### src/rtl/sigmoid.sv
// Piecewise-linear (PLAN) logistic activation, signed Q5.10 in and out.
// Three-stage shift/add pipeline with valid/ready handshakes; all stages stall together.
module sigmoid #(
    parameter int W    = 16,
    parameter int FRAC = 10
) (
    input  logic                clk,
    input  logic                res,
    input  logic signed [W-1:0] z,
    input  logic                in_valid,
    output logic                in_ready,
    output logic signed [W-1:0] a,
    output logic                out_valid,
    input  logic                out_ready
);

    // Segment breakpoints and offsets in Q5.10 (fixed for W=16, FRAC=10)
    localparam logic [W-1:0] ONE   = W'(1 << FRAC);
    localparam logic [W-1:0] B_SAT = W'(5120);
    localparam logic [W-1:0] B_MID = W'(2432);
    localparam logic [W-1:0] B_LO  = W'(1024);
    localparam logic [W-1:0] K_MID = W'(864);
    localparam logic [W-1:0] K_LO  = W'(640);
    localparam logic [W-1:0] K_CTR = W'(512);

    // Magnitude with the most-negative code clamped so it stays in W-1 bits
    function automatic logic [W-1:0] abs_sat(input logic signed [W-1:0] v);
        logic signed [W-1:0] n;
        n = -v;
        if (v == {1'b1, {(W-1){1'b0}}})
            return {1'b0, {(W-1){1'b1}}};
        else if (v[W-1])
            return n;
        else
            return v;
    endfunction

    function automatic logic [FRAC:0] plan_y(input logic [W-1:0] m);
        logic [W-1:0] t;
        if (m >= B_SAT)
            t = ONE;
        else if (m >= B_MID)
            t = (m >> 5) + K_MID;
        else if (m >= B_LO)
            t = (m >> 3) + K_LO;
        else
            t = (m >> 2) + K_CTR;
        return t[FRAC:0];
    endfunction

    function automatic logic signed [W-1:0] mirror(input logic s, input logic [FRAC:0] y);
        logic [W-1:0] ye;
        ye = W'(y);
        return s ? $signed(ONE - ye) : $signed(ye);
    endfunction

    logic                stall;
    logic                vld_p0, vld_p1, vld_p2;
    logic                sign_p0, sign_p1;
    logic [W-1:0]        abs_p0;
    logic [FRAC:0]       y_p1;
    logic signed [W-1:0] a_p2;

    assign stall     = vld_p2 & ~out_ready;
    assign in_ready  = ~stall;
    assign out_valid = vld_p2;
    assign a         = a_p2;

    always_ff @(posedge clk) begin
        if (!res) begin
            vld_p0 <= 1'b0;
            vld_p1 <= 1'b0;
            vld_p2 <= 1'b0;
            a_p2   <= '0;
        end else if (!stall) begin
            vld_p0 <= in_valid;
            vld_p1 <= vld_p0;
            vld_p2 <= vld_p1;
            // stage 3: mirror around 0.5 for negative inputs
            a_p2   <= mirror(sign_p1, y_p1);
        end
    end

    always_ff @(posedge clk) begin
        if (!stall) begin
            // stage 1: capture sign and saturated magnitude
            sign_p0 <= z[W-1];
            abs_p0  <= abs_sat(z);
            // stage 2: segment select
            sign_p1 <= sign_p0;
            y_p1    <= plan_y(abs_p0);
        end
    end

endmodule

### config.mk
export PLATFORM = sky130hd
export DESIGN_NAME = sigmoid
export DESIGN_NICKNAME = d
export VERILOG_FILES = /design/src/rtl/sigmoid.sv
export SDC_FILE = /design/constraint.sdc
export NUM_CORES = 1
export LEC_CHECK = 0
export ABC_AREA = 1
export BUFFER_PORTS_ARGS = -buffer_cell sky130_fd_sc_hd__buf_2
export CELL_PAD_IN_SITES_DETAIL_PLACEMENT = 1
export CELL_PAD_IN_SITES_GLOBAL_PLACEMENT = 2
export CORE_MARGIN = 5
export CORE_UTILIZATION = 35
export CTS_CLUSTER_SIZE = 30
export DETAILED_ROUTE_END_ITERATION = 7
export GPL_TIMING_DRIVEN = 0
export PLACE_DENSITY_LB_ADDON = 0.1
export REMOVE_ABC_BUFFERS = 1
export SKIP_CTS_REPAIR_TIMING = 1
export SYNTH_ARGS = -nofsm -noshare
export SYNTH_HDL_FRONTEND = slang
export SYNTH_SLANG_ARGS = --single-unit
### constraint.sdc
create_clock -name clk -period 4.63 [get_ports clk]
set_clock_uncertainty 0.1 [all_clocks]
set_input_delay 0.926 -clock clk [delete_from_list [all_inputs] [get_ports clk]]
set_output_delay 0.926 -clock clk [all_outputs]
set_load 0.005 [all_outputs]
### After elaboration in Yosys (flattened, before gate mapping)

Index checks and enable logic that the tools add are counted.

* add/subtract/negate cells: 5
* order comparisons: 3
* equal/unequal tests: 1
* muxes and demuxes: 4
* bitwise operators: 4
* reductions and logical operators: 1

Operator list (number)
* $add 11x10->11 const B: 3
* $mux 11: 2
* $eq 16x16->1 const B: 1
* $ge 16x11->1 const B: 1
* $ge 16x12->1 const B: 1
* $ge 16x13->1 const B: 1
* $mux 16: 1
* $neg 16->16: 1
* $mux 15: 1
* $sub 11x11->12 const A: 1
* $not 1->1: 3
* $reduce_or 2->1: 1
* $and 1x1->1: 1

* register bits after elaboration: 48
* input bits: 20
* output and inout port bits: 18
* word-level logic and storage cells: 27

### Depth between registers and ports, before layout

* depth in word-level cells: 3
* gate-level depth with buffers: 11
* depth with buffers taken out: 11

### Worst setup path after synthesis

Ideal clock, no wire load.

* path kind: input-to-output
* start: input out_ready
* end: output in_ready
* arrival: 1.623 ns
* data required time: 3.604 ns
* slack: 1.981 ns
* stages on the path: 3
* buffers on the path: 1
* path through: nor2_1 -> clkinv_1 -> buf_2

* cells in the longest elaborated chain, start to end: 3

RTL lines
* start: declaration: RTL line 14 `input logic out_ready`
* $not 1->1: RTL line 64 `assign stall = vld_p2 & ~out_ready;`
* $and 1x1->1: RTL line 64
* $not 1->1: RTL line 65 `assign in_ready = ~stall;`
* end: declaration: RTL line 11 `output logic in_ready,`

Every way passes these cells.

### Worst setup path in the final report

Same ends and word-level chain as after synthesis.

==> metrics.yaml <==
finish:
  final_common_cell: "nand2_1"
  final_cells: 530
  fin_nets: 456
  antennaDiodeCount: 0
  layout_common_cells: "nand2_1 (105), inv_1 (56), nor2_1 (53)"
  syn2layout_area_growth_pct: 11.9
  drive_gt1_share_pct: 12.6
  stdcell_area_um2: 3180
global_routing:
  antenna_found_initial: 0
  globalRouteTotalUtil_pct: 13.7
  grt_pass1_wl_um: 11200
  grt_max_degree: 57
  overflow: 0
  first_global_vias: 2483
routing:
  first_iter_violations: 84
  routed_via_density: 4.75
  met1Wirelength_um: 2900
  routed_wl_um: 6550
  drcViolationCount: 0
  dr_wl_met3_um: 128
  ant_nets: 0
  vias: 2517
  wl_met2_um: 3440
  firstDrtPassIters: 4
  routed.top_layer: "met4"
  routedWlPerCell_um: 12.4
floorplanning:
  row_count: 32
  core_um2: 7810
  die_w_um: 100
  initial_utilization_pct: 36.4
  die_area_um2: 10000
  die_y_um: 100
  num_io_pins: 38
placed_design:
  place_area_um2: 3060
  dp_cells: 522
  gp_congestion: 0.767
  port_buffers: 37
  dpl.hpwl_um: 5130
timing:
  fmax_mhz: 299
  final-hold-violation-count: 0
  worstMarginPinSlew_ps: 816
  setup_tns_ps: 0
  post-route-period-util_pct: 72.2
  rsz0062_at_grt: "false"
  slew_headroom_pct: 45.4
  final_max_slew_viol_count: 0
  setup_viol: 0
  fin_crit_ps: 3340
clock_network:
  cts_made_buffers: 5
  clkLatencyLatePin_ps: 300
  path_clk_slew_ps: 90
  cts_tree: "yes"
  cts.sinks: 44
  cts_buffer_depth: 2
  cts-root-buf: "clkbuf_8"
  ctsHtreeMaxLevel: 2
setup_path:
  required_ps: 3600
  critPathSlowestCell: "clkinv_2"
  critical_path.max_stage_delay_ps: 670
  critPathCaptureType: "output pin"
  cp-start-kind: "input port"
  worst_path_most_repeated_cell: "buf_2"
  crit_chain: "buf_2, nor2_1, clkinv_2, buf_2"
  cp_max_fo: 56
  worstSetupPathType: "input port to output pin"
  critical_path_arrival_ps: 2310
synth:
  synth_area_per_cell_um2: 7.15
  synth_edf_count: 29
  ys_warn_count: 0
  ys_ff_latch: 44
  yosysUniqueCellTypes: 32
  synthCells: 397
  async_flop_share_pct: 0
  synth_ff_type: "edfxtp_1"
  seq_area_frac_synth_pct: 41.2
  synth_area_um2: 2840
outcome:
  status: "complete, no violations"
run:
  max_cap_viol_count: 0
power_and_ir_drop:
  powerDensity_nw_per_um2: 326
  leakage_uw: 0.00165
  irDropWorstVdd_mv: 0.126
min_path:
  hold_path_class: "flip-flop to flip-flop"
-- area by class of cell --
type	count	area [µm²]
sequential	44	1170
tap	102	128
clock inverter	3	46.3
timing repair buffer	37	185
multi-input combinational	278	1350
clock buffer	5	68.8
fill	1019	4630
inverter	61	230
-- logic make-up (layout without fill, tap and decap cells) --
logic type / count (synthesis) / in the layout / share of synthesized area [%]
AND/OR/NAND/NOR: 214 / 214 / 31.4
buffers and inverters: 75 / 106 / 11.3
AO/OA/AOI/OAI: 45 / 45 / 9.08
flip-flops: 44 / 44 / 41.2
XOR/XNOR: 10 / 10 / 3.08
adder cells (fa/ha/maj): 9 / 9 / 3.96
-- stage by stage --
| stage | total power, µW | hold WS (ps) | util, % | setup slack [ps] |
|---|---|---|---|---|
| 2_1_floorplan | 662 | 300 | - | 1580 |
| 3_3_place_gp | 740 | 306 | 39.2 | 525 |
| 3_5_place_dp | 747 | 322 | 39.2 | 1240 |
| 4_1_cts | 1060 | 346 | 40.7 | 1240 |
| 5_1_grt | 1110 | 349 | 40.7 | 1120 |
| 6_report | 1040 | 344 | 40.7 | 1290 |
-- critical path: cells and delay by family --
kind,cells,cell delay (ps)
buffers and inverters,3,1140
AND/OR/NAND/NOR,1,240
-- cells in the mapped netlist (6+ instances only) --
| cell type | number | area share [%] |
|---|---|---|
| a21oi_1 | 14 | 2.5 |
| nand3_1 | 44 | 7.8 |
| edfxtp_1 | 29 | 31 |
| o21ai_0 | 18 | 3.2 |
| dfxtp_1 | 15 | 11 |
| nand4_1 | 6 | 1.3 |
| ha_1 | 9 | 4.0 |
| nor2_1 | 53 | 7.0 |
| nand2_1 | 105 | 14 |
| buf_4 | 7 | 1.9 |
| inv_1 | 56 | 7.4 |
| xor2_1 | 8 | 2.5 |
-- worst paths after layout --
path	startpoint	endpoint	slack, ps	cells past startpoint
setup / recovery	out_ready	in_ready	1290	4
hold reg to reg	sign_p0$_DFFE_PN_	sign_p1$_DFFE_PN_	340	0
setup reg to reg	abs_p0[10]$_SDFFCE_PN1N_	y_p1[0]$_SDFFCE_PP0N_	2030	9
hold / removal	sign_p0$_DFFE_PN_	sign_p1$_DFFE_PN_	340	0
-- flip-flops by register name (all words and copies together), names as in the netlist --
register,cells
sign_p1,1
vld_p0,1
out_valid,1
sign_p0,1
a,12
y_p1,11
vld_p1,1
abs_p0,16
-- layer usage --
| layer | vias to the layer above | global-route usage, % |
|---|---|---|
| met5 | - | 0 |
| met2 | 30 | 25.9 |
| met1 | 1163 | 15.8 |
| li1 | 1318 | - |
| met3 | 6 | 2.22 |
| met4 | 0 | 3.73 |
-- power by group --
group / internal [µW] / switching (µW)
clock network: 163 / 142
registers: 469 / 38.5
logic: 88.9 / 136
Power figures use the tool's default switching activity.
